### src/rtl/keypad_scanner.sv
// keypad_scanner: scans a 4x4 matrix keypad one column at a time and debounces
// whole-keypad snapshots. Each debounced press produces a one-cycle KEY_VALID
// pulse and is shifted into an 8-digit hex accumulator, which drives the
// display's DIGITS/EN inputs.
module keypad_scanner #(
  parameter int SCAN_DIV = 50000,  // clk cycles per column dwell (>= 2)
  parameter int DEBOUNCE = 4       // identical full scans needed for press/release (1..15)
) (
  input  logic        clk,
  input  logic        reset,
  input  logic [3:0]  ROW,
  input  logic        CLR,
  output logic [3:0]  COL,
  output logic [3:0]  KEYCODE,
  output logic        KEY_VALID,
  output logic        KEY_HELD,
  output logic [31:0] DIGITS,
  output logic [7:0]  EN
);

  localparam int            PW        = (SCAN_DIV > 1) ? $clog2(SCAN_DIV) : 1;
  localparam logic [PW-1:0] PRESC_MAX = PW'(SCAN_DIV - 1);
  localparam logic [3:0]    DEB       = 4'(DEBOUNCE);

  typedef enum logic [1:0] {IDLE, CAND, PRESSED} state_t;

  logic [3:0]    row_meta, row_sync;
  logic [PW-1:0] presc;
  logic          tick;
  logic [1:0]    col_idx;
  logic [15:0]   snap;       // bit {row,col} = 1 when that key was seen pressed
  logic          scan_done;
  logic [4:0]    hits;
  logic [3:0]    hit_pos;
  logic [3:0]    hit_code;
  logic          single, none;
  state_t        state;
  logic [3:0]    cand;
  logic [3:0]    cnt, rcnt;

  // Physical key position {row,col} to the hex value printed on the key.
  function automatic logic [3:0] key_map(input logic [3:0] pos);
    case (pos)
      4'd0:    return 4'h1;
      4'd1:    return 4'h2;
      4'd2:    return 4'h3;
      4'd3:    return 4'hA;
      4'd4:    return 4'h4;
      4'd5:    return 4'h5;
      4'd6:    return 4'h6;
      4'd7:    return 4'hB;
      4'd8:    return 4'h7;
      4'd9:    return 4'h8;
      4'd10:   return 4'h9;
      4'd11:   return 4'hC;
      4'd12:   return 4'h0;
      4'd13:   return 4'hF;
      4'd14:   return 4'hE;
      default: return 4'hD;
    endcase
  endfunction

  // Two-flop synchronizer for the asynchronous row returns; idle rows read high.
  always_ff @(posedge clk or posedge reset) begin
    // NOTE: sequential state uses non-blocking assignments so every flop samples
    // pre-edge values, independent of statement order.
    if (reset) begin
      row_meta <= '1;
      row_sync <= '1;
    end else begin
      row_meta <= ROW;
      row_sync <= row_meta;
    end
  end

  assign tick = (presc == PRESC_MAX);

  // Column dwell prescaler, column stepping and per-column snapshot capture.
  always_ff @(posedge clk or posedge reset) begin
    // NOTE: the 16-bit snapshot is a plain register, not a RAM, so it is reset
    // along with everything else; a mid-scan reset leaves no stale key bits.
    if (reset) begin
      presc     <= '0;
      col_idx   <= 2'd0;
      snap      <= '0;
      scan_done <= 1'b0;
    end else begin
      scan_done <= tick && (col_idx == 2'd3);
      if (tick) begin
        presc   <= '0;
        col_idx <= col_idx + 2'd1;
        for (int r = 0; r < 4; r++) begin
          snap[{2'(r), col_idx}] <= ~row_sync[r];
        end
      end else begin
        presc <= presc + PW'(1);
      end
    end
  end

  assign COL = ~(4'b0001 << col_idx);

  // Classify the completed snapshot: number of keys down and the last one found.
  always_comb begin
    // NOTE: defaults first so no path leaves a variable unassigned (no latch).
    hits    = 5'd0;
    hit_pos = 4'd0;
    for (int i = 0; i < 16; i++) begin
      if (snap[i]) begin
        hits    = hits + 5'd1;
        hit_pos = 4'(i);
      end
    end
  end

  assign single   = (hits == 5'd1);
  assign none     = (hits == 5'd0);
  assign hit_code = key_map(hit_pos);

  // Debounce FSM, advanced once per completed scan; outputs are registered.
  always_ff @(posedge clk or posedge reset) begin
    if (reset) begin
      state     <= IDLE;
      cand      <= 4'd0;
      cnt       <= 4'd0;
      rcnt      <= 4'd0;
      KEYCODE   <= 4'd0;
      KEY_VALID <= 1'b0;
      KEY_HELD  <= 1'b0;
    end else begin
      KEY_VALID <= 1'b0;
      if (scan_done) begin
        unique case (state)
          IDLE: begin
            if (single) begin
              cand <= hit_code;
              if (DEB == 4'd1) begin
                state     <= PRESSED;
                KEYCODE   <= hit_code;
                KEY_VALID <= 1'b1;
                KEY_HELD  <= 1'b1;
                cnt       <= 4'd0;
                rcnt      <= 4'd0;
              end else begin
                state <= CAND;
                cnt   <= 4'd1;
              end
            end
          end
          CAND: begin
            if (single && hit_code == cand) begin
              if (cnt + 4'd1 == DEB) begin
                state     <= PRESSED;
                KEYCODE   <= cand;
                KEY_VALID <= 1'b1;
                KEY_HELD  <= 1'b1;
                cnt       <= 4'd0;
                rcnt      <= 4'd0;
              end else begin
                cnt <= cnt + 4'd1;
              end
            end else begin
              // A different key, no key or several keys abandons the candidate.
              state <= IDLE;
              cnt   <= 4'd0;
            end
          end
          PRESSED: begin
            if (none) begin
              if (rcnt + 4'd1 == DEB) begin
                state    <= IDLE;
                KEY_HELD <= 1'b0;
                rcnt     <= 4'd0;
              end else begin
                rcnt <= rcnt + 4'd1;
              end
            end else begin
              rcnt <= 4'd0;
            end
          end
          default: state <= IDLE;
        endcase
      end
    end
  end

  // Digit accumulator; CLR wins over a coincident keypress.
  always_ff @(posedge clk or posedge reset) begin
    if (reset) begin
      DIGITS <= 32'd0;
      EN     <= 8'hff;
    end else if (CLR) begin
      DIGITS <= 32'd0;
      EN     <= 8'hff;
    end else if (KEY_VALID) begin
      DIGITS <= {DIGITS[27:0], KEYCODE};
      EN     <= {EN[6:0], 1'b0};
    end
  end

endmodule

### config.mk
export PLATFORM = sky130hd
export DESIGN_NAME = keypad_scanner
export DESIGN_NICKNAME = d
export VERILOG_FILES = /design/src/rtl/keypad_scanner.sv
export SDC_FILE = /design/constraint.sdc
export NUM_CORES = 1
export LEC_CHECK = 0
export ABC_AREA = 1
export ABC_CLOCK_PERIOD_IN_PS = 23000
export BUFFER_PORTS_ARGS = -buffer_cell sky130_fd_sc_hd__buf_4
export CAP_MARGIN = 5
export CORE_MARGIN = 2
export CORE_UTILIZATION = 25
export CTS_CLUSTER_SIZE = 28
export DETAILED_ROUTE_END_ITERATION = 7
export GPL_ROUTABILITY_DRIVEN = 0
export PLACE_DENSITY = 0.43
export SYNTH_ARGS = -nofsm -noshare
export SYNTH_HDL_FRONTEND = slang
export SYNTH_SLANG_ARGS = --single-unit
### constraint.sdc
create_clock -name clk -period 23 [get_ports clk]
set_input_delay 1.15 -clock clk [delete_from_list [all_inputs] [get_ports clk]]
set_output_delay 1.15 -clock clk [all_outputs]
set_load 0.01 [all_outputs]
Word level (Yosys, flattened, before mapping)
Memories as Yosys holds them, arrays and structs flattened. Cells that the tools add are included.

Register bits: 103. Bits in read-only memories: 64. Bits of input ports: 7. Output and inout port bits: 50. Memories: 1.

Memories: (name not given) (words 16, width 4, read ports 1, clocked after memory_dff 0, write ports 0, line 43) `case (pos)`.

Add/sub/neg operators: 19. Magnitude comparators: 8. Equality and inequality tests: 14. Shift-type cells: 1. Multiplexer cells: 72. Bitwise logic cells: 5. Reductions and logical operators: 17.

Operator list (count): 4-bit two-way mux (21); 5-bit by 1-bit adder with 5-bit output, second input constant (15); 5-bit two-way mux (15); 16-bit bitwise mux (4); 32-bit two-way mux (2); 16-bit by 1-bit adder with 16-bit output, second input constant (1); 16-bit == test, second input constant (1); 16-bit two-way mux (1); 8-bit two-way mux (2); 4-bit one-hot mux with 2 select lines (2); 1-bit two-way mux (14); 4-bit by 5-bit < comparator with 1-bit output, second input constant (2); 2-bit two-way mux (5); 2-bit != test, second input constant (5); 4-bit by 1-bit adder with 4-bit output, second input constant (2); 1-bit demux with 2-bit select (4); 4-bit by 3-bit == test with 1-bit output, second input constant (2); 4-bit by 1-bit greater-or-equal comparator with 1-bit output, second input constant (2); 4-bit AND reduction (2); 1-bit logical AND (6); 2-bit one-hot mux with 3 select lines (1); 3-bit AND reduction (2); 6-bit AND reduction (1); 2-bit nonzero test (3); 17 further kinds (21).

Longest topological paths before layout
Word-level depth: 36. Depth in mapped cells: 58. Gate-level depth less buffers: 58.

Worst setup path after synthesis
Ideal clock, no wire load.

Path type: reg-to-reg. From: reg snap[0]. To: reg KEYCODE[1]. Data arrival time: 7614 ps. Data required time: 22882 ps. Slack: 15268 ps. Cell stages (with the launch flop): 57. Path buffers: 1. Period minus slack after synthesis: 7732 ps. Cells stage by stage: dfrtp_1 -> inv_1 -> ha_1 -> inv_1 -> nand2_2 -> nand2_2 -> inv_1 -> ha_1 -> nand2_1 -> nand2_1 -> ha_1 -> or2_1 -> nand2_1 -> inv_1 -> ha_1 -> nand2_1 -> nand2_2 -> ha_1 -> (+21 left out) -> nand2_1 -> nand2_1 -> ha_1 -> or2_2 -> o21ai_2 -> inv_1 -> ha_1 -> nand2_1 -> o21ai_0 -> nor3_2 -> nand3_2 -> nor2_4 -> nand3_2 -> inv_2 -> nand2_2 -> buf_6 -> nand2_1 -> o21ai_2.

Longest elaborated chain between the ends: 34.

Ends and longest elaborated chain: from (decl) (line 31) `logic [15:0] snap;`; from (signal, indexed assignment) (line 93) `snap[{2'(r), col_idx}] <= ~row_sync[r];`; 1-bit two-way mux * (line 109) `if (snap[i]) begin`; 5-bit by 1-bit adder with 5-bit output (line 110) `hits = hits + 5'd1;`; 5-bit two-way mux * (line 109); 5-bit by 1-bit adder with 5-bit output (line 110); 5-bit two-way mux * (line 109); 5-bit by 1-bit adder with 5-bit output (line 110); 5-bit two-way mux * (line 109); 5-bit by 1-bit adder with 5-bit output (line 110); (+18 left out); 5-bit two-way mux * (line 109); 5-bit by 1-bit adder with 5-bit output (line 110); 5-bit two-way mux * (line 109); 5-bit by 1-bit adder with 5-bit output (line 110); 5-bit two-way mux * (line 109); 5-bit by 1-bit == test with 1-bit output * (line 116) `assign single = (hits == 5'd1);`; 1-bit logical AND * (line 151) `if (single && hit_code == cand) begin`; 4-bit AND reduction (no source line) *; to (signal assigned) (line 139) `KEYCODE <= hit_code;`; to (signal assigned) (line 154) `KEYCODE <= cand;`; to (decl) (line 14) `output logic [3:0] KEYCODE,`.

Every way passes the cells marked *; elsewhere a longest branch is shown, timed or not. A chain may end at the register's enable or synchronous reset.

Final worst setup path
Ends and elaborated chain as after synthesis.

==> results by group <==
Worst hold path
  • Tightest Hold Check Type: flip-flop to flip-flop
  • Worst Hold Path Cells: 0

CTS
  • H-tree levels: 3
  • Worst-Skew Late Latency: 0.36 ns
  • CTS root buf: clkbuf_16
  • Setup bufs post-CTS: 0
  • TritonCTS Buffers: 9
  • Worst-path clk slew: 0.07 ns
  • Clk sinks: 103
  • TritonCTS clock tree: built
  • Post-CTS sizing: 0
  • Post-CTS Hold Fix Bufs: 0
  • Clock buffer depth: 2

Timing
  • Worst slew pin tran: approximately 1 ns
  • Peak Freq: 122 MHz
  • Final Setup Violations: 0
  • Count of final max-slew check failures: 0
  • Worst Skew: 0.0123 ns
  • Post-layout min period: 8.22 ns
  • Final period utilization: 35.8%
  • Fin Setup TNS: 0 ns
  • Relative slew slack: 33.5%
  • RSZ-0062 raised after global routing: false
  • Final hold vios: 0

Setup path
  • WP data required: 23.23 ns
  • Worst path arrival time: ~8.5 ns
  • CP endpoint kind: flip-flop
  • Most used cell, CP: nand2_1
  • Startpoint types: flip-flop
  • Worst Reg-to-Reg Cells: 55
  • CP Max Fanout: 11
  • Reg2reg setup slack: 14.78 ns
  • Critical path's slowest cell: dfrtp_1
  • CP max stage delay: between 0.3 and 0.4 ns
  • Setup CP Type: flip-flop to flip-flop

Synth
  • Synth Cell Area: around 0.0063 sq mm
  • Mean post-synth cell area: 7.43 sq um
  • Post-synthesis sequential area ratio: 41.1%
  • Area share of the largest cell type after synthesis: around 34%
  • Post-synth cell types: 39
  • Synthesized flop and latch total: 103
  • Area leader, netlist: dfrtp_1
  • Synthesis warning total: 0
  • Post-synthesis cell count: between 800 and 900
  • Top post-synthesis cells by area: dfrtp_1 34%, nand2_1 12%, inv_1 9.6%
  • Syn_nets: 882

Place
  • Buffers on Ports: 56
  • Final HPWL DP: 10.5 mm

Power
  • Pwr Density: ~46 mW/mm^2
  • Net Sw Frac: 23.0%
  • Clock group share of total power: 44.4%
  • Pwr Total: 340 uW
  • Logic gate share of total power: around 1.7%
  • Seq pwr share: between 50 and 60%
  • Peak supply drop: 0.0000363 V
  • Int Power: 261 uW
  • Leakage power: between 4 and 5 nW
  • Sw power: between 70 and 80 uW

Routing
  • Drt pass-1 iters: 4
  • Residual DRC: 0
  • Avg WL per Cell: 11.1 um
  • Via Count: 5,157
  • Final ANT Viol Nets: 0
  • Vias per inst: 4.15
  • Total Wirelength: 13.8 mm
  • Initial DRC count: 262

GRT
  • Gr ovfl total: 0
  • Number of global-route vias before repair: roughly 5,000
  • Pin count of the biggest net entering global routing: 77
  • GR Util All Layers: ~11%
  • First-pass GRT wire length: 24.0 mm
  • Initial antenna violation count: 0

Cells and area
  • Fin nets: around 940
  • Share of cells above drive strength 1: 18.8%
  • Inserted Diodes: 0
  • P&R area growth vs syn: 17.2%

Floorplan
  • Placeable Area: between 0.02 and 0.025 sq mm
  • Die H: 163 um
  • Die X: 163 um
  • Initial Util: 25.3%
  • Ports: 57
  • Row count: 58
  • Die ar.: 0.0265 sq mm

Outcome
  • Status: finished clean

Job
  • Max Cap Violations: 0
final cells by class:
type | instances | area [sq um]
clock buffer | 10 | 239
clock inverter | 6 | 55.1
fill | 2777 | 17600
inverter | 171 | 644
multi-input combinational | 565 | 3030
sequential | 103 | 2600
tap | 330 | 413
timing repair buffer | 57 | 428
kinds of logic (layout without fill, tap and decap cells):
group,after synthesis,in the layout,synth area share (%)
compound gates,107,107,9.79
fa+ha+maj,25,25,4.95
flops,103,103,41.1
buf+inv,182,244,11.0
xor+xnor,12,12,1.66
simple gates,421,421,31.5
worst max-delay path, delay by kind of cell, from the launching register on:
family | cells | cell delay [ns]
AOI/OAI and AO/OA | 3 | 0.25
adders and majority gates | 14 | 3.82
buffers and inverters | 6 | 0.39
DFF | 1 | 0.37
and+or+nand+nor | 32 | 3.25
power by group through the flow:
stage	logic (mW)	registers (mW)	clock network, mW
CTS	0.00631	0.183	0.157
floorplan	0.00377	0.186	0
global route	0.00706	0.183	0.164
global placement	0.00640	0.186	0
finish	0.00590	0.183	0.151
detailed placement	0.00636	0.186	0
per-stage QoR:
step | cells | cell area (sq um) | util [%] | worst slack (ns) | hold slack [ns]
floorplan | 850 | 6310 | - | 15.27 | 0.345
global placement | 1226 | 7110 | 28.5 | 14.90 | 0.346
detailed placement | 1226 | 7110 | 28.5 | 14.73 | 0.348
CTS | 1242 | 7400 | 29.7 | 14.68 | 0.360
global route | 1242 | 7400 | 29.7 | 13.90 | 0.362
finish | 1242 | 7400 | 29.7 | 14.78 | 0.359
state kept, by name (all words and copies together), names as in the netlist, 2 cells and up:
name      flops
DIGITS       32
EN            8
KEYCODE       4
cand          4
cnt           4
col_idx       2
presc        16
rcnt          4
row_meta      4
row_sync      4
snap         16
state         2
path summary, 6_finish.rpt:
| kind | from | end |
|---|---|---|
| worst max-delay path | snap[0]$_DFFE_PP0P_ | KEYCODE[1]$_DFFE_PP0P_ |
| worst min-delay path | row_meta[0]$_DFF_PP1_ | row_sync[0]$_DFF_PP1_ |
| worst max register to register | snap[0]$_DFFE_PP0P_ | KEYCODE[1]$_DFFE_PP0P_ |
| worst min register to register | row_meta[0]$_DFF_PP1_ | row_sync[0]$_DFF_PP1_ |
| max in group asynchronous | reset | cnt[0]$_DFFE_PP0P_ |
| min in group asynchronous | reset | DIGITS[18]$_DFFE_PP0P_ |
synth_stat cells (all sizes together):
master    n
nor3     14
a211oi    2
clkbuf    6
nor4      2
a21boi    3
nor3b     1
dfstp    16
a31oi     1
nand3    80
o21bai    3
dfrtp    87
xor2     10
o21ai    51
a21oi    15
a22oi     7
ha       25
nand2   251
xnor2     2
o31ai     1
nand3b    5
nand4     7
inv     170
nor2     57
clkinv    1
or2       4
buf       5
o22ai    24
cells in the final DEF, fill, tap and decap left out, types with 3 or more instances in the layout:
cell type    n
o21ai_0     44
o21ai_2      3
a22oi_1      7
inv_2        8
nand4_1      7
nand2_2     44
inv_1      161
dfrtp_1     87
nor3_1      13
a21oi_1     15
nand3_1     61
a21boi_0     3
clkbuf_16    9
nand2_1    206
buf_4       57
nand3b_1     4
nand3_2     19
o21bai_1     3
o22ai_1     24
ha_1        25
o21ai_1      4
dfstp_2     16
nor2_1      55
xor2_1      10
layer usage:
metal | vias up | GRT usage, % | wire length, um
met5 | - | 0 | 0
met4 | 0 | 3.14 | 165
met3 | 9 | 2.34 | 335
met2 | 36 | 17.2 | 6130
met1 | 2317 | 15.5 | 7150
li1 | 2795 | - | -
No activity file was read; power rests on OpenSTA's default activity.
